==> config.mk <==
export PLATFORM = sky130hd
export DESIGN_NAME = rtc_bus_arbiter
export DESIGN_NICKNAME = d
export VERILOG_FILES = /design/src/rtl/rtc_bus_arbiter_pkg.sv /design/src/rtl/rtc_bus_arbiter_phase_timer.sv /design/src/rtl/rtc_bus_arbiter.sv
export SDC_FILE = /design/constraint.sdc
export NUM_CORES = 1
export LEC_CHECK = 0
export ABC_AREA = 1
export CORE_ASPECT_RATIO = 1.2
export CORE_UTILIZATION = 40
export CTS_CLUSTER_DIAMETER = 150
export CTS_CLUSTER_SIZE = 16
export DETAILED_ROUTE_END_ITERATION = 16
export PLACE_DENSITY = 0.85
export SLEW_MARGIN = 20
export SYNTH_ARGS = -nofsm -noshare
export SYNTH_HDL_FRONTEND = slang
export SYNTH_SLANG_ARGS = --single-unit
==> constraint.sdc <==
create_clock -name clk_i -period 4.2 [get_ports clk_i]
set_clock_uncertainty 0.05 [all_clocks]
set_input_delay 0.84 -clock clk_i [delete_from_list [all_inputs] [get_ports clk_i]]
set_output_delay 0.84 -clock clk_i [all_outputs]
set_load 0.02 [all_outputs]
==> src/rtl/rtc_bus_arbiter_pkg.sv <==
// ---------------------------------------------------------------------------
// rtc_bus_arbiter_pkg
//   Shared definitions for the RTC bus arbiter slice:
//   - bus-cycle state encoding (exported on the arbiter's debug state port)
//   - default address/data widths and phase length
//   - RTC register address map used by the control sequencer
//   - arbitration helper (round-robin between write and read paths)
// ---------------------------------------------------------------------------
package rtc_bus_arbiter_pkg;

    localparam int unsigned DEF_ADDR_W  = 8;
    localparam int unsigned DEF_DATA_W  = 8;
    localparam int unsigned DEF_T_PHASE = 8;

    // One single-register bus cycle walks ADDR -> ADDR_HOLD -> DATA -> RECOVER
    // and returns to IDLE, where the next request is arbitrated.
    typedef enum logic [2:0] {
        ST_IDLE      = 3'd0,
        ST_ADDR      = 3'd1,
        ST_ADDR_HOLD = 3'd2,
        ST_DATA      = 3'd3,
        ST_RECOVER   = 3'd4
    } state_e;

    // RTC register map (time/date/chrono block).
    localparam logic [7:0] RTC_REG_SECONDS = 8'h20;
    localparam logic [7:0] RTC_REG_MINUTES = 8'h21;
    localparam logic [7:0] RTC_REG_HOURS   = 8'h22;
    localparam logic [7:0] RTC_REG_DATE    = 8'h23;
    localparam logic [7:0] RTC_REG_MONTH   = 8'h24;
    localparam logic [7:0] RTC_REG_YEAR    = 8'h25;
    localparam logic [7:0] RTC_REG_CHRONO  = 8'h26;

    // Returns 1 when the read path wins arbitration. A lone request always
    // wins; when both paths request, the one not served last time wins, so a
    // continuously requesting write path cannot starve the refresh path.
    function automatic logic arb_pick_read(input logic wr_req,
                                           input logic rd_req,
                                           input logic last_wr);
        return rd_req && (!wr_req || last_wr);
    endfunction

endpackage

==> src/rtl/rtc_bus_arbiter_phase_timer.sv <==
// ---------------------------------------------------------------------------
// rtc_bus_arbiter_phase_timer
//   Phase counter for the RTC bus cycle. Counts 0 .. T_PHASE-1 while enabled
//   and returns to 0 after the terminal count, so each bus phase lasts exactly
//   T_PHASE clocks. A load forces the count back to 0 (start of a new cycle).
//
// Ports
//   clk_i   in   system clock
//   rst_i   in   synchronous active-high reset
//   load_i  in   restart the count at 0 on the next edge
//   en_i    in   advance the count (bus cycle in progress)
//   tc_o    out  count is at T_PHASE-1 (last cycle of the current phase)
// ---------------------------------------------------------------------------
module rtc_bus_arbiter_phase_timer #(
    parameter int unsigned T_PHASE = 8
) (
    input  logic clk_i,
    input  logic rst_i,
    input  logic load_i,
    input  logic en_i,
    output logic tc_o
);

    // T_PHASE >= 2 is the legal range; the guard keeps the width sane anyway.
    localparam int unsigned CNT_W = (T_PHASE > 1) ? $clog2(T_PHASE) : 1;
    localparam logic [CNT_W-1:0] LAST = CNT_W'(T_PHASE - 1);

    logic [CNT_W-1:0] cnt_q;
    logic [CNT_W-1:0] cnt_d;

    assign tc_o = (cnt_q == LAST);

    // The count never passes LAST: the terminal cycle reloads 0 instead of
    // incrementing, which matters for non power-of-two phase lengths.
    always_comb begin
        cnt_d = cnt_q;
        if (load_i) begin
            cnt_d = '0;
        end else if (en_i) begin
            cnt_d = tc_o ? '0 : cnt_q + CNT_W'(1);
        end
    end

    always_ff @(posedge clk_i) begin
        if (rst_i) begin
            cnt_q <= '0;
        end else begin
            cnt_q <= cnt_d;
        end
    end

endmodule

==> src/rtl/rtc_bus_arbiter.sv <==
// ---------------------------------------------------------------------------
// rtc_bus_arbiter
//   Shares the multiplexed address/data RTC bus between the write path
//   (hour/date/chrono programming) and the periodic read-refresh path.
//   Arbitrates in IDLE, then sequences one single-register bus cycle per
//   grant: ADDR, ADDR_HOLD, DATA, RECOVER, each T_PHASE clocks long.
//   Grant appears in cycle 0, done pulses in cycle 4*T_PHASE.
//
// Request/grant handshake: a request is a level held by the requester until
//   its grant pulse (one cycle). Address/data/direction are captured on the
//   same edge that raises the grant, so the requester may change its inputs
//   from the grant cycle onward. Requests are only looked at in IDLE; a
//   request dropped before it is granted is forgotten. done pulses for one
//   cycle at the end of the transaction and done_rd tells whether it was a
//   read; rd_data holds the last value read from done onward.
//
// Ports
//   clk_i, rst_i            clock, synchronous active-high reset
//   wr_req_i/wr_addr_i/wr_data_i   write request, register address, data
//   rd_req_i/rd_addr_i      read request, register address
//   wr_grant_o/rd_grant_o   one-cycle grant pulses
//   busy_o                  transaction in progress (grant .. before done)
//   done_o/done_rd_o        completion pulse and its read qualifier
//   rd_data_o               last read value
//   bus_cs_n_o, bus_ad_o, bus_wr_n_o, bus_rd_n_o   RTC bus control pins
//   ad_out_o/ad_oe_o/ad_in_i  multiplexed AD bus drive, enable and sample
//   state_o                 current bus-cycle state (debug)
//
// ADDR_W and DATA_W must be equal: both share the one AD bus.
// ---------------------------------------------------------------------------
module rtc_bus_arbiter
    import rtc_bus_arbiter_pkg::*;
#(
    parameter int unsigned T_PHASE = DEF_T_PHASE,
    parameter int unsigned ADDR_W  = DEF_ADDR_W,
    parameter int unsigned DATA_W  = DEF_DATA_W
) (
    input  logic              clk_i,
    input  logic              rst_i,
    input  logic              wr_req_i,
    input  logic [ADDR_W-1:0] wr_addr_i,
    input  logic [DATA_W-1:0] wr_data_i,
    input  logic              rd_req_i,
    input  logic [ADDR_W-1:0] rd_addr_i,
    output logic              wr_grant_o,
    output logic              rd_grant_o,
    output logic              busy_o,
    output logic              done_o,
    output logic              done_rd_o,
    output logic [DATA_W-1:0] rd_data_o,
    output logic              bus_cs_n_o,
    output logic              bus_ad_o,
    output logic              bus_wr_n_o,
    output logic              bus_rd_n_o,
    output logic [ADDR_W-1:0] ad_out_o,
    output logic              ad_oe_o,
    input  logic [DATA_W-1:0] ad_in_i,
    output state_e            state_o
);

    state_e            state_q,    state_d;
    logic              last_wr_q,  last_wr_d;
    logic              dir_rd_q,   dir_rd_d;
    logic [ADDR_W-1:0] addr_q,     addr_d;
    logic [DATA_W-1:0] data_q,     data_d;
    logic [DATA_W-1:0] rd_data_q,  rd_data_d;
    logic              wr_grant_q, wr_grant_d;
    logic              rd_grant_q, rd_grant_d;
    logic              done_q,     done_d;
    logic              done_rd_q,  done_rd_d;

    logic              start;
    logic              pick_rd;
    logic              phase_end;

    // ------------------------------------------------------------------
    // Phase timer: restarted on every grant, runs whenever a cycle is on.
    // ------------------------------------------------------------------
    rtc_bus_arbiter_phase_timer #(
        .T_PHASE (T_PHASE)
    ) u_phase_timer (
        .clk_i  (clk_i),
        .rst_i  (rst_i),
        .load_i (start),
        .en_i   (state_q != ST_IDLE),
        .tc_o   (phase_end)
    );

    // ------------------------------------------------------------------
    // Arbitration and next-state logic
    // ------------------------------------------------------------------
    assign start   = (state_q == ST_IDLE) && (wr_req_i || rd_req_i);
    assign pick_rd = arb_pick_read(wr_req_i, rd_req_i, last_wr_q);

    always_comb begin
        state_d    = state_q;
        last_wr_d  = last_wr_q;
        dir_rd_d   = dir_rd_q;
        addr_d     = addr_q;
        data_d     = data_q;
        rd_data_d  = rd_data_q;
        wr_grant_d = 1'b0;
        rd_grant_d = 1'b0;
        done_d     = 1'b0;
        done_rd_d  = 1'b0;

        unique case (state_q)
            ST_IDLE: begin
                if (start) begin
                    dir_rd_d   = pick_rd;
                    last_wr_d  = !pick_rd;
                    addr_d     = pick_rd ? rd_addr_i : wr_addr_i;
                    data_d     = wr_data_i;
                    wr_grant_d = !pick_rd;
                    rd_grant_d = pick_rd;
                    state_d    = ST_ADDR;
                end
            end
            ST_ADDR: begin
                if (phase_end) state_d = ST_ADDR_HOLD;
            end
            ST_ADDR_HOLD: begin
                if (phase_end) state_d = ST_DATA;
            end
            ST_DATA: begin
                if (phase_end) begin
                    state_d = ST_RECOVER;
                    // Sample as late as possible to give the RTC the full
                    // DATA phase to drive the bus.
                    if (dir_rd_q) rd_data_d = ad_in_i;
                end
            end
            ST_RECOVER: begin
                if (phase_end) begin
                    state_d   = ST_IDLE;
                    done_d    = 1'b1;
                    done_rd_d = dir_rd_q;
                end
            end
            default: state_d = ST_IDLE;
        endcase
    end

    always_ff @(posedge clk_i) begin
        if (rst_i) begin
            state_q    <= ST_IDLE;
            last_wr_q  <= 1'b0;
            dir_rd_q   <= 1'b0;
            addr_q     <= '0;
            data_q     <= '0;
            rd_data_q  <= '0;
            wr_grant_q <= 1'b0;
            rd_grant_q <= 1'b0;
            done_q     <= 1'b0;
            done_rd_q  <= 1'b0;
        end else begin
            state_q    <= state_d;
            last_wr_q  <= last_wr_d;
            dir_rd_q   <= dir_rd_d;
            addr_q     <= addr_d;
            data_q     <= data_d;
            rd_data_q  <= rd_data_d;
            wr_grant_q <= wr_grant_d;
            rd_grant_q <= rd_grant_d;
            done_q     <= done_d;
            done_rd_q  <= done_rd_d;
        end
    end

    // ------------------------------------------------------------------
    // Bus pin decode: purely a function of the registered state, so pins
    // change only on clock edges. Idle level: deselected, all strobes
    // high, AD bus released and driven value parked at zero.
    // ------------------------------------------------------------------
    always_comb begin
        bus_cs_n_o = 1'b1;
        bus_ad_o   = 1'b0;
        bus_wr_n_o = 1'b1;
        bus_rd_n_o = 1'b1;
        ad_oe_o    = 1'b0;
        ad_out_o   = '0;

        unique case (state_q)
            ST_ADDR: begin
                // wr_n low here is the RTC's address latch strobe.
                bus_cs_n_o = 1'b0;
                bus_wr_n_o = 1'b0;
                ad_oe_o    = 1'b1;
                ad_out_o   = addr_q;
            end
            ST_ADDR_HOLD: begin
                bus_cs_n_o = 1'b0;
                ad_oe_o    = 1'b1;
                ad_out_o   = addr_q;
            end
            ST_DATA: begin
                bus_cs_n_o = 1'b0;
                bus_ad_o   = 1'b1;
                if (dir_rd_q) begin
                    bus_rd_n_o = 1'b0;
                end else begin
                    bus_wr_n_o = 1'b0;
                    ad_oe_o    = 1'b1;
                    ad_out_o   = ADDR_W'(data_q);
                end
            end
            default: begin
                // IDLE and RECOVER keep the idle levels.
            end
        endcase
    end

    assign wr_grant_o = wr_grant_q;
    assign rd_grant_o = rd_grant_q;
    assign busy_o     = (state_q != ST_IDLE);
    assign done_o     = done_q;
    assign done_rd_o  = done_rd_q;
    assign rd_data_o  = rd_data_q;
    assign state_o    = state_q;

endmodule

# After elaboration in Yosys (flattened, before gate mapping)
# Cells that the tools add are included.
# totals
register_bits	36
latch_bits	0
ramBits	0
rom_bits	0
inputBits	36
out_inout_bits	29
memories	0
# classes
add_sub_neg	1
multipliers	0
div	0
n_lt_le_gt_ge	0
eq_ne	10
shifts	0
n_mux	18
bitwise_logic	4
reduce_logical	17
# op_table
cell	n
$mux 3	6
$mux 8	2
$pmux 8 s2	1
$pmux 3 s5	1
$reduce_or 3->1	3
$ne 2x1->1 const B	4
$eq 3x2->1 const B	2
$eq 3x3->1 const B	2
$mux 1	6
$reduce_or 2->1	3
$reduce_and 5->1	1
$not 1->1	4
$pmux 1 s2	2
$add 3x1->3 const B	1
$eq 3x1->1 const B	1
$logic_not 3->1	1
$reduce_and 3->1	1
$reduce_bool 3->1	1
$logic_and 1x1->1	2
$logic_not 1->1	2
$logic_or 1x1->1	2
$ne 2x2->1 const B	1
$reduce_and 2->1	1

# Longest topological paths before layout
# Gate-level depths: netlist of the first run.
# depth
word_depth	4
ltp_mapped	9
ltp_nobuf	8

# By module
# From an unflattened synthesis of the first run, not the netlist that was laid out.
# hier_totals
cells_unflattened	229
hier_area_um2	1626.6
# by_module_without_submodules
mod	instances	cells_per_inst	area_per_inst_um2	seq_area_each_um2
rtc_bus_arbiter	1	208	1472.7	660.6
rtc_bus_arbiter_phase_timer	1	21	153.9	60.1

# Least setup slack after synthesis of the first run
# Ideal clock, no wire load.
# synth_path
path_type	register -> output
from	reg state_q[0], in the netlist state_o[0]
to	out ad_out_o[0]
arrival_time_ps	1679
required_time_ps	3310
slack_ps	1631
path_stages_with_launch	5
path_buffers	0
cell_sequence	dfxtp_1 -> nand2_2 -> nor2_4 -> nand2_1 -> o21ai_0
# synth_via
elab_chain_len	3
word_cells_on_any_way	5
classes_between	3 x eq/ne; 1 x mux; 1 x reduce/logical
# synth_lines
element	line	rtl
start, declared	rtc_bus_arbiter.sv:61	state_e state_q, state_d;
start signal, assigned	rtc_bus_arbiter.sv:157	state_q <= state_d;
$eq 3x2->1 or $eq 3x1->1 (tied branches)	rtc_bus_arbiter.sv:183	unique case (state_q)
$reduce_or 2->1 (no line)	-	
$pmux 8 s2 (*)	rtc_bus_arbiter.sv:183	
end, declared	rtc_bus_arbiter.sv:55	output logic [ADDR_W-1:0] ad_out_o,
# Mark *: on every way between the ends. The rest lies on a longest branch, timed or not.

# Worst setup path in the final report of the first run
# layout_path
from	reg state_q[0], in the netlist state_o[0]
to	out ad_out_o[3]
# Same word-level chain as after synthesis.

==> report_table.html, run 1 <==
<table>
<tr><th>Metric</th><th>Value</th></tr>
<tr><th colspan="2">Timing</th></tr>
<tr><td>Final clock period utilization by the worst path</td><td>75.3%</td></tr>
<tr><td>Count of final setup violators</td><td>0</td></tr>
<tr><td>Final Hold Fails</td><td>0</td></tr>
<tr><td>Final worst setup slack</td><td>1.04 ns</td></tr>
<tr><td>TNS Setup</td><td>0 ns</td></tr>
<tr><td>Slew headroom</td><td>between 60% and 70%</td></tr>
<tr><td>Slew at the pin closest to its max-slew limit</td><td>a little under 0.5 ns</td></tr>
<tr><td>Pins Over Slew Limit</td><td>0</td></tr>
<tr><td>RSZ-0062 raised after global routing</td><td>false</td></tr>
<tr><td>Clock period minus final worst setup slack</td><td>about 3.2 ns</td></tr>
<tr><td>Highest achievable clock rate</td><td>316 MHz</td></tr>
<tr><th colspan="2">Synth</th></tr>
<tr><td>Share of synthesized registers carrying an async set or reset</td><td>0%</td></tr>
<tr><td>Post-synthesis cell type count</td><td>24</td></tr>
<tr><td>Most area-consuming cells after synthesis</td><td>dfxtp_1 (44%), nand2_1 (12%), nand3_1 (6.7%)</td></tr>
<tr><td>Number of enable-type register cells in the synthesized netlist</td><td>0</td></tr>
<tr><td>Most common cell in the synthesized netlist</td><td>nand2_1</td></tr>
<tr><td>Number of cells produced by synthesis</td><td>213</td></tr>
<tr><td>Total standard cell area after synthesis</td><td>1640 µm²</td></tr>
<tr><td>Most common flop cell mapped by yosys</td><td>dfxtp_1</td></tr>
<tr><td>Synthesized area per cell</td><td>approximately 7.7 µm²</td></tr>
<tr><td>Post-Synthesis Net Count</td><td>252</td></tr>
<tr><td>Number of synthesized register bits</td><td>36</td></tr>
<tr><td>Yosys Warn Count</td><td>0</td></tr>
<tr><td>Top cells by instance count after synthesis</td><td>nand2_1 (51), dfxtp_1 (36), nor2_1 (23)</td></tr>
<tr><td>Area fraction of the dominant cell type after synthesis</td><td>44.1%</td></tr>
<tr><td>Portion of the post-synthesis area used by sequential elements</td><td>44.1%</td></tr>
<tr><td>Yosys top cell by area</td><td>dfxtp_1</td></tr>
<tr><th colspan="2">Power and ir drop</th></tr>
<tr><td>P_leak</td><td>just under 0.001 µW</td></tr>
<tr><td>Worst VDD drop</td><td>0.400 mV</td></tr>
<tr><td>Post-route total power</td><td>1330 µW</td></tr>
<tr><td>Power density over cell area</td><td>551 nW/µm²</td></tr>
<tr><th colspan="2">Detailed routing</th></tr>
<tr><td>DRT Pass-1 Iters</td><td>4</td></tr>
<tr><td>DR DRC count</td><td>0</td></tr>
<tr><td>Via count normalized by instance count</td><td>4.75</td></tr>
<tr><td>Total number of vias</td><td>approximately 1.6k</td></tr>
<tr><td>Mean routed wirelength per cell</td><td>11.0 µm</td></tr>
<tr><td>First-iteration detailed-routing DRC count</td><td>57</td></tr>
<tr><td>Antenna Nets Post-Route</td><td>0</td></tr>
<tr><td>Detailed-route wire length</td><td>3.68 mm</td></tr>
<tr><th colspan="2">Critical path</th></tr>
<tr><td>Cells traversed along the worst timing path</td><td>nand2_2, nor2_4, nand2_1, o21ai_0, clkdlybuf4s50_1</td></tr>
<tr><td>Critical path startpoint category</td><td>register</td></tr>
<tr><td>Worst path buffer plus inverter count</td><td>1</td></tr>
<tr><td>Worst endpoint data arrival time</td><td>2.27 ns</td></tr>
<tr><td>Register-to-register path setup slack</td><td>2.66 ns</td></tr>
<tr><td>Max Fanout on Critical Path</td><td>10</td></tr>
<tr><td>Delay of the slowest cell on the worst path</td><td>0.64 ns</td></tr>
<tr><td>Register-to-Register Path Depth</td><td>8</td></tr>
<tr><td>Required @ worst endpoint</td><td>3.31 ns</td></tr>
<tr><td>Cell family with most CP delay</td><td>simple AND/OR/NAND/NOR gates</td></tr>
<tr><td>Startpoint-to-endpoint class of the critical path</td><td>register to output pin</td></tr>
<tr><td>Worst flop-to-flop path startpoint</td><td>u_phase_timer.cnt_q[0]</td></tr>
<tr><td>Critical path endpoint category</td><td>output pin</td></tr>
<tr><td>Crit-path slowest cell</td><td>clkdlybuf4s50_1</td></tr>
<tr><td>Critical R2R Capture</td><td>state_o[1]</td></tr>
<tr><th colspan="2">Finish</th></tr>
<tr><td>Fill cells</td><td>385</td></tr>
<tr><td>Area grow syn2layout</td><td>47.4%</td></tr>
<tr><td>Share of cells above drive strength 1</td><td>9.96%</td></tr>
<tr><td>Antenna diode count</td><td>0</td></tr>
<tr><td>Net count reported at finish</td><td>roughly 320</td></tr>
<tr><td>Post-route design area</td><td>2410 µm²</td></tr>
<tr><th colspan="2">Clock tree</th></tr>
<tr><td>Hold buffer count at CTS</td><td>0</td></tr>
<tr><td>Clock Root Buffer</td><td>clkbuf_8</td></tr>
<tr><td>Clock tree from TritonCTS</td><td>done</td></tr>
<tr><td>Clock transition at path regs</td><td>0.07 ns</td></tr>
<tr><td>Total setup buffers inserted after CTS</td><td>0</td></tr>
<tr><td>Clock buffer count from CTS</td><td>5</td></tr>
<tr><td>Worst-skew pair later-pin latency</td><td>between 0.2 and 0.3 ns</td></tr>
<tr><td>Max Root-Sink Buffers</td><td>2</td></tr>
<tr><td>Count of cells resized by post-cts repair</td><td>0</td></tr>
<tr><td>Clock tree sinks</td><td>36</td></tr>
<tr><td># H-tree levels</td><td>2</td></tr>
<tr><th colspan="2">Place</th></tr>
<tr><td>Hpwl dp</td><td>about 2.9 mm</td></tr>
<tr><td>Count of port buffers added during placement</td><td>64</td></tr>
<tr><td>Routability Congestion</td><td>0.845</td></tr>
<tr><td>Post-detailed-placement cell area</td><td>roughly 2300 µm²</td></tr>
<tr><td>Placement-stage worst setup slack</td><td>1.30 ns</td></tr>
<tr><th colspan="2">Floorplanning</th></tr>
<tr><td>Core region area</td><td>around 4000 µm²</td></tr>
<tr><td>Floorplan row count</td><td>25</td></tr>
<tr><td>Vertical extent of the die</td><td>72.0 µm</td></tr>
<tr><td>Die area</td><td>4350 µm²</td></tr>
<tr><td>Die outline width</td><td>about 60 µm</td></tr>
<tr><td>I/O pins</td><td>65</td></tr>
<tr><td>Initial standard-cell utilization of the core</td><td>41.5%</td></tr>
<tr><th colspan="2">Global routing</th></tr>
<tr><td>M3 GR Usage</td><td>about 3.2%</td></tr>
<tr><td>Gr usage total</td><td>approximately 18%</td></tr>
<tr><td>Global Route met1 Usage</td><td>22.4%</td></tr>
<tr><td>Overall overflow remaining after global route</td><td>0</td></tr>
<tr><td>Most utilized layer in the global route result</td><td>met2</td></tr>
<tr><td>First-pass GRT wire length</td><td>6.09 mm</td></tr>
<tr><td>Maximum number of pins on one net before global-route repair</td><td>19</td></tr>
<tr><td>Number of global-route vias before repair</td><td>1475</td></tr>
<tr><td>Antenna violations before repair</td><td>0</td></tr>
<tr><td>GRT met2 Usage</td><td>29.8%</td></tr>
<tr><th colspan="2">Worst hold path</th></tr>
<tr><td>Hold Path End</td><td>data_q[4]</td></tr>
<tr><td>Launch instance of the worst min-delay path</td><td>data_q[4]</td></tr>
<tr><td>Class of the tightest hold or removal check</td><td>register to register</td></tr>
<tr><td>Worst hold path depth</td><td>2</td></tr>
<tr><th colspan="2">Flow run</th></tr>
<tr><td>Max capacitance violation total</td><td>0</td></tr>
<tr><th colspan="2">Run status</th></tr>
<tr><td>Run status</td><td>finished, final reports clean</td></tr>
</table>
worst min-delay path: cells and delay by family, from the launching register on:
| kind | cells | cell delay, ns |
|---|---|---|
| compound gates | 1 | 0.06 |
| flops | 1 | 0.30 |
| buf+inv | 1 | 0.07 |
per-layer routing:
metal	vias up	share of wire (%)
li1	831	-
met1	709	45
met2	43	49
met3	8	3.5
met4	0	2.6
met5	-	0
layout make-up:
type | count | area (µm²) | share of cell area, %
clock buffers | 7 | 86.3 | 3.58
clock inverters | 1 | 7.51 | 0.311
inverters | 22 | 91.3 | 3.79
multi-input cells | 151 | 797 | 33.1
flip-flops and latches | 36 | 721 | 29.9
well taps | 54 | 67.6 | 2.80
repair buffers | 64 | 641 | 26.6
how the worst max path moves through the flow:
stage	startpoint	endpoint	cells past startpoint
after floorplan	state_o[0]	ad_out_o[0]	4
after global routing	state_o[0]	ad_out_o[3]	5
after global placement	state_o[0]	ad_out_o[5]	5
after CTS	state_o[0]	ad_out_o[5]	5
final	state_o[0]	ad_out_o[3]	5
after detailed placement	state_o[0]	ad_out_o[3]	5
logic make-up (layout without fill, tap and decap cells):
family | after synthesis | count (layout) | share of synthesized area [%]
simple gates | 112 | 112 | 33.4
flops | 36 | 36 | 44.1
compound gates | 36 | 36 | 13.1
fa+ha+maj | 3 | 3 | 2.30
buf+inv | 26 | 94 | 7.19
sequential cells by signal (all words and copies together), names as in the netlist:
name / flops
addr_q: 8
data_q: 8
rd_data_o: 8
state_o: 3
u_phase_timer.cnt_q: 3
dir_rd_q: 1
done_o: 1
done_rd_o: 1
last_wr_q: 1
rd_grant_o: 1
wr_grant_o: 1
cell usage in the layout, fill, tap and decap left out:
cell type        instances
clkinvlp_4               1
dfxtp_1                 36
nand2_2                  1
nor2_8                   2
clkdlybuf4s50_1         64
a21oi_2                  2
nand3_1                 22
a21oi_1                  6
nor2_1                  23
clkbuf_8                 6
ha_1                     3
nand2_1                 51
o21ai_2                  7
inv_8                    1
inv_1                   19
nor2_4                   2
nand2_4                  2
clkinv_2                 1
nor3_1                   1
nand4_1                  5
nor2_2                   2
clkbuf_1                 1
clkinv_1                 1
o21ai_0                 21
nand3_4                  1
through the flow:
stage	cells	hold WS (ns)	utilization, %
2_1_floorplan	213	0.391	-
3_3_place_gp	327	0.405	58.8
3_5_place_dp	327	0.410	58.8
4_1_cts	335	0.422	61.2
5_1_grt	335	0.427	61.2
6_report	335	0.416	61.2
where the power goes:
part / internal (µW) / switching, µW / leakage [µW]
logic: 245 / 381 / 0.000624
clock network: 133 / 115 / 0.0000445
registers: 408 / 45.5 / 0.000294
total: 787 / 541 / 0.000962
Power figures use the tool's default switching activity.
==> inputs of run 2 (changes only) <==
==> constraint.sdc (replaced) <==
create_clock -name clk_i -period 3.3 [get_ports clk_i]
set_clock_uncertainty 0.05 [all_clocks]
set_input_delay 0.66 -clock clk_i [delete_from_list [all_inputs] [get_ports clk_i]]
set_output_delay 0.66 -clock clk_i [all_outputs]
set_load 0.02 [all_outputs]
==> run 2 against run 1 <==
- clock-buffer cell count is 1 higher
- largest cell class unchanged
- largest power group unchanged
- register-to-register slack lost 0.88 ns
- critical path depth stayed put
- cell area is 0.16% higher
- non-clock buffer count increased by 1
- clock power increased by 27%
- die area unchanged
- total power up 28%
- utilization is 0.095 points higher
- combinational power rose by 29%
==> report_table.html, run 2 (synthesis results as in run 1) <==
<table>
<tr><th>Metric</th><th>Value</th></tr>
<tr><th colspan="2">Detailed routing</th></tr>
<tr><td>First-iteration detailed-routing DRC count</td><td>96 (was 57)</td></tr>
<tr><td>Total number of vias</td><td>1621 (was 1591)</td></tr>
<tr><td>Detailed-route wire length</td><td>4.02 mm (was 3.68 mm)</td></tr>
<tr><td>DR DRC count</td><td>0 (unchanged)</td></tr>
<tr><td>Via count normalized by instance count</td><td>4.82 (was 4.75)</td></tr>
<tr><td>DRT Pass-1 Iters</td><td>4 (unchanged)</td></tr>
<tr><td>Antenna Nets Post-Route</td><td>0 (unchanged)</td></tr>
<tr><td>Mean routed wirelength per cell</td><td>12.0 µm (was 11.0 µm)</td></tr>
<tr><th colspan="2">Critical path</th></tr>
<tr><td>Crit-path slowest cell</td><td>clkdlybuf4s50_1 (unchanged)</td></tr>
<tr><td>Worst path buffer plus inverter count</td><td>1 (unchanged)</td></tr>
<tr><td>Cell family with most CP delay</td><td>simple AND/OR/NAND/NOR gates (unchanged)</td></tr>
<tr><td>Startpoint-to-endpoint class of the critical path</td><td>register to output pin (unchanged)</td></tr>
<tr><td>Max Fanout on Critical Path</td><td>10 (unchanged)</td></tr>
<tr><td>Worst endpoint data arrival time</td><td>2.22 ns (was 2.27 ns)</td></tr>
<tr><td>Required @ worst endpoint</td><td>2.59 ns (was 3.31 ns)</td></tr>
<tr><td>Delay of the slowest cell on the worst path</td><td>0.62 ns (was 0.64 ns)</td></tr>
<tr><td>Critical path endpoint category</td><td>output pin (unchanged)</td></tr>
<tr><td>Register-to-register path setup slack</td><td>1.78 ns (was 2.66 ns)</td></tr>
<tr><td>Register-to-Register Path Depth</td><td>8 (unchanged)</td></tr>
<tr><td>Critical R2R Capture</td><td>state_o[0] (was state_o[1])</td></tr>
<tr><td>Critical path startpoint category</td><td>register (unchanged)</td></tr>
<tr><td>Cells traversed along the worst timing path</td><td>nand2_2, nor2_4, nand2_1, o21ai_0, clkdlybuf4s50_1 (unchanged)</td></tr>
<tr><td>Worst flop-to-flop path startpoint</td><td>u_phase_timer.cnt_q[0] (unchanged)</td></tr>
<tr><th colspan="2">Floorplanning</th></tr>
<tr><td>Die area</td><td>4350 µm² (unchanged)</td></tr>
<tr><td>Initial standard-cell utilization of the core</td><td>41.5% (unchanged)</td></tr>
<tr><td>I/O pins</td><td>65 (unchanged)</td></tr>
<tr><td>Vertical extent of the die</td><td>72.0 µm (unchanged)</td></tr>
<tr><td>Floorplan row count</td><td>25 (unchanged)</td></tr>
<tr><td>Die outline width</td><td>60.4 µm (unchanged)</td></tr>
<tr><td>Core region area</td><td>3940 µm² (unchanged)</td></tr>
<tr><th colspan="2">Worst hold path</th></tr>
<tr><td>Hold Path End</td><td>data_q[4] (unchanged)</td></tr>
<tr><td>Worst hold path depth</td><td>2 (unchanged)</td></tr>
<tr><td>Class of the tightest hold or removal check</td><td>register to register (unchanged)</td></tr>
<tr><td>Launch instance of the worst min-delay path</td><td>data_q[4] (unchanged)</td></tr>
<tr><th colspan="2">Clock tree</th></tr>
<tr><td>Worst-skew pair later-pin latency</td><td>0.28 ns (was 0.27 ns)</td></tr>
<tr><td>Clock buffer count from CTS</td><td>5 (unchanged)</td></tr>
<tr><td>Clock Root Buffer</td><td>clkbuf_8 (unchanged)</td></tr>
<tr><td>Clock transition at path regs</td><td>0.07 ns (about the same)</td></tr>
<tr><td>Hold buffer count at CTS</td><td>0 (unchanged)</td></tr>
<tr><td>Count of cells resized by post-cts repair</td><td>0 (unchanged)</td></tr>
<tr><td>Max Root-Sink Buffers</td><td>2 (unchanged)</td></tr>
<tr><td>Total setup buffers inserted after CTS</td><td>0 (unchanged)</td></tr>
<tr><td>Clock tree from TritonCTS</td><td>done (unchanged)</td></tr>
<tr><td>Clock tree sinks</td><td>36 (unchanged)</td></tr>
<tr><td># H-tree levels</td><td>2 (unchanged)</td></tr>
<tr><th colspan="2">Power and ir drop</th></tr>
<tr><td>Worst VDD drop</td><td>0.466 mV (was 0.400 mV)</td></tr>
<tr><td>Power density over cell area</td><td>704 nW/µm² (was 551 nW/µm²)</td></tr>
<tr><td>Fraction of power consumed by combinational cells</td><td>47.5% (was 47.1%)</td></tr>
<tr><td>Clock power share</td><td>18.5% (was 18.7%)</td></tr>
<tr><td>Part of the total power dissipated in sequential elements</td><td>34.0% (was 34.2%)</td></tr>
<tr><td>Fraction of power spent switching nets</td><td>41.0% (was 40.8%)</td></tr>
<tr><td>Cell-internal power</td><td>1000 µW (was 787 µW)</td></tr>
<tr><td>Switching power</td><td>697 µW (was 541 µW)</td></tr>
<tr><td>P_leak</td><td>0.000968 µW (was 0.000962 µW)</td></tr>
<tr><th colspan="2">Timing</th></tr>
<tr><td>TNS Setup</td><td>0 ns (unchanged)</td></tr>
<tr><td>Pins Over Slew Limit</td><td>0 (unchanged)</td></tr>
<tr><td>RSZ-0062 raised after global routing</td><td>false (unchanged)</td></tr>
<tr><td>Count of final setup violators</td><td>0 (unchanged)</td></tr>
<tr><td>Worst hold slack</td><td>0.418 ns (was 0.416 ns)</td></tr>
<tr><td>Final clock period utilization by the worst path</td><td>88.9%</td></tr>
<tr><td>Slew headroom</td><td>66.0% (was 67.6%)</td></tr>
<tr><td>Slew at the pin closest to its max-slew limit</td><td>0.507 ns (was 0.483 ns)</td></tr>
<tr><td>Highest achievable clock rate</td><td>341 MHz</td></tr>
<tr><td>Clock period minus final worst setup slack</td><td>approximately 2.9 ns</td></tr>
<tr><td>Final Hold Fails</td><td>0 (unchanged)</td></tr>
<tr><th colspan="2">Finish</th></tr>
<tr><td>Top library cells by usage in the layout, fill and taps aside</td><td>clkdlybuf4s50_1 (64), nand2_1 (51), dfxtp_1 (36) (unchanged)</td></tr>
<tr><td>Area of combinational cells with multiple inputs</td><td>797 µm² (unchanged)</td></tr>
<tr><td>Fill cells</td><td>370 (was 385)</td></tr>
<tr><td>Area grow syn2layout</td><td>47.7% (was 47.4%)</td></tr>
<tr><td>Antenna diode count</td><td>0 (unchanged)</td></tr>
<tr><td>Net count reported at finish</td><td>320 (was 319)</td></tr>
<tr><td>Sequential cell area in the final layout</td><td>721 µm² (unchanged)</td></tr>
<tr><td>Share of cells above drive strength 1</td><td>9.93% (was 9.96%)</td></tr>
<tr><td>Leading cell type in the layout, fill and taps excluded</td><td>clkdlybuf4s50_1 (unchanged)</td></tr>
<tr><th colspan="2">Run status</th></tr>
<tr><td>Run status</td><td>finished, final reports clean (unchanged)</td></tr>
<tr><th colspan="2">Global routing</th></tr>
<tr><td>Number of global-route vias before repair</td><td>1589 (was 1475)</td></tr>
<tr><td>Gr usage total</td><td>20.4% (was 18.2%)</td></tr>
<tr><td>Antenna violations before repair</td><td>0 (unchanged)</td></tr>
<tr><td>First-pass GRT wire length</td><td>6.77 mm (was 6.09 mm)</td></tr>
<tr><td>Overall overflow remaining after global route</td><td>0 (unchanged)</td></tr>
<tr><td>Maximum number of pins on one net before global-route repair</td><td>19 (unchanged)</td></tr>
<tr><th colspan="2">Flow run</th></tr>
<tr><td>Max capacitance violation total</td><td>0 (unchanged)</td></tr>
<tr><th colspan="2">Place</th></tr>
<tr><td>Routability Congestion</td><td>0.865 (was 0.845)</td></tr>
<tr><td>Count of port buffers added during placement</td><td>64 (unchanged)</td></tr>
<tr><td>Hpwl dp</td><td>3.03 mm (was 2.88 mm)</td></tr>
</table>
==> run 2: cell count changes in the layout (fill, tap and decap cells not counted) <==
cell and delta:
clkbuf_1 +1, clkinvlp_4 -1, buf_4 +1
==> run 2: layout make-up <==
| type | count | share of cell area (%) |
|---|---|---|
| multi-input cells | 151 | 33.0 |
| inverters | 22 | 3.78 |
| repair buffers | 65 | 26.8 |
| flip-flops and latches | 36 | 29.8 |
| well taps | 54 | 2.80 |
| clock buffers | 8 | 3.73 |
==> run 2: metal layers <==
metal | track usage [%] | vias up | share of wire (%)
met3 | 4.28 | 6 | 4.1
li1 | - | 829 | -
met5 | 0 | - | 0
met2 | 36.1 | 49 | 53
met4 | 7.24 | 0 | 1.8
met1 | 23.7 | 737 | 41
==> run 2: how the worst max path moves through the flow <==
stage / cells past startpoint / startpoint / slack (ns) / end
2_1_floorplan: 4 / state_o[0] / 0.91 / ad_out_o[0]
3_5_place_dp: 5 / state_o[0] / 0.67 / ad_out_o[4]
4_1_cts: 5 / state_o[0] / 0.36 / ad_out_o[4]
3_3_place_gp: 5 / state_o[0] / 0.76 / ad_out_o[2]
6_report: 5 / state_o[0] / 0.37 / ad_out_o[3]
5_1_grt: 5 / state_o[0] / 0.18 / ad_out_o[7]
==> run 2: tightest hold or removal path, cell delays in order (launching register included) <==
cell and delay [ns]:
dfxtp_1 0.30, inv_1 0.07, o21ai_2 0.06
==> run 2: power by group through the flow <==
stage          Sequential, µW  Combinational, µW  Clock, µW
3_3_place_gp              581                799          0
4_1_cts                   577                809        319
5_1_grt                   588                890        338
6_report                  578                808        314
3_5_place_dp              585                805          0
2_1_floorplan             594                504          0
==> run 2: through the flow <==
stage	power (µW)	utilization [%]	cell area, µm²	instances	worst slack [ns]
6_report	1700	61.3	2410	336	0.365
5_1_grt	1820	61.3	2410	336	0.180
4_1_cts	1710	61.3	2410	336	0.360
3_5_place_dp	1390	59.0	2320	328	0.668
3_3_place_gp	1380	59.0	2320	328	0.763
2_1_floorplan	1100	-	1640	213	0.911
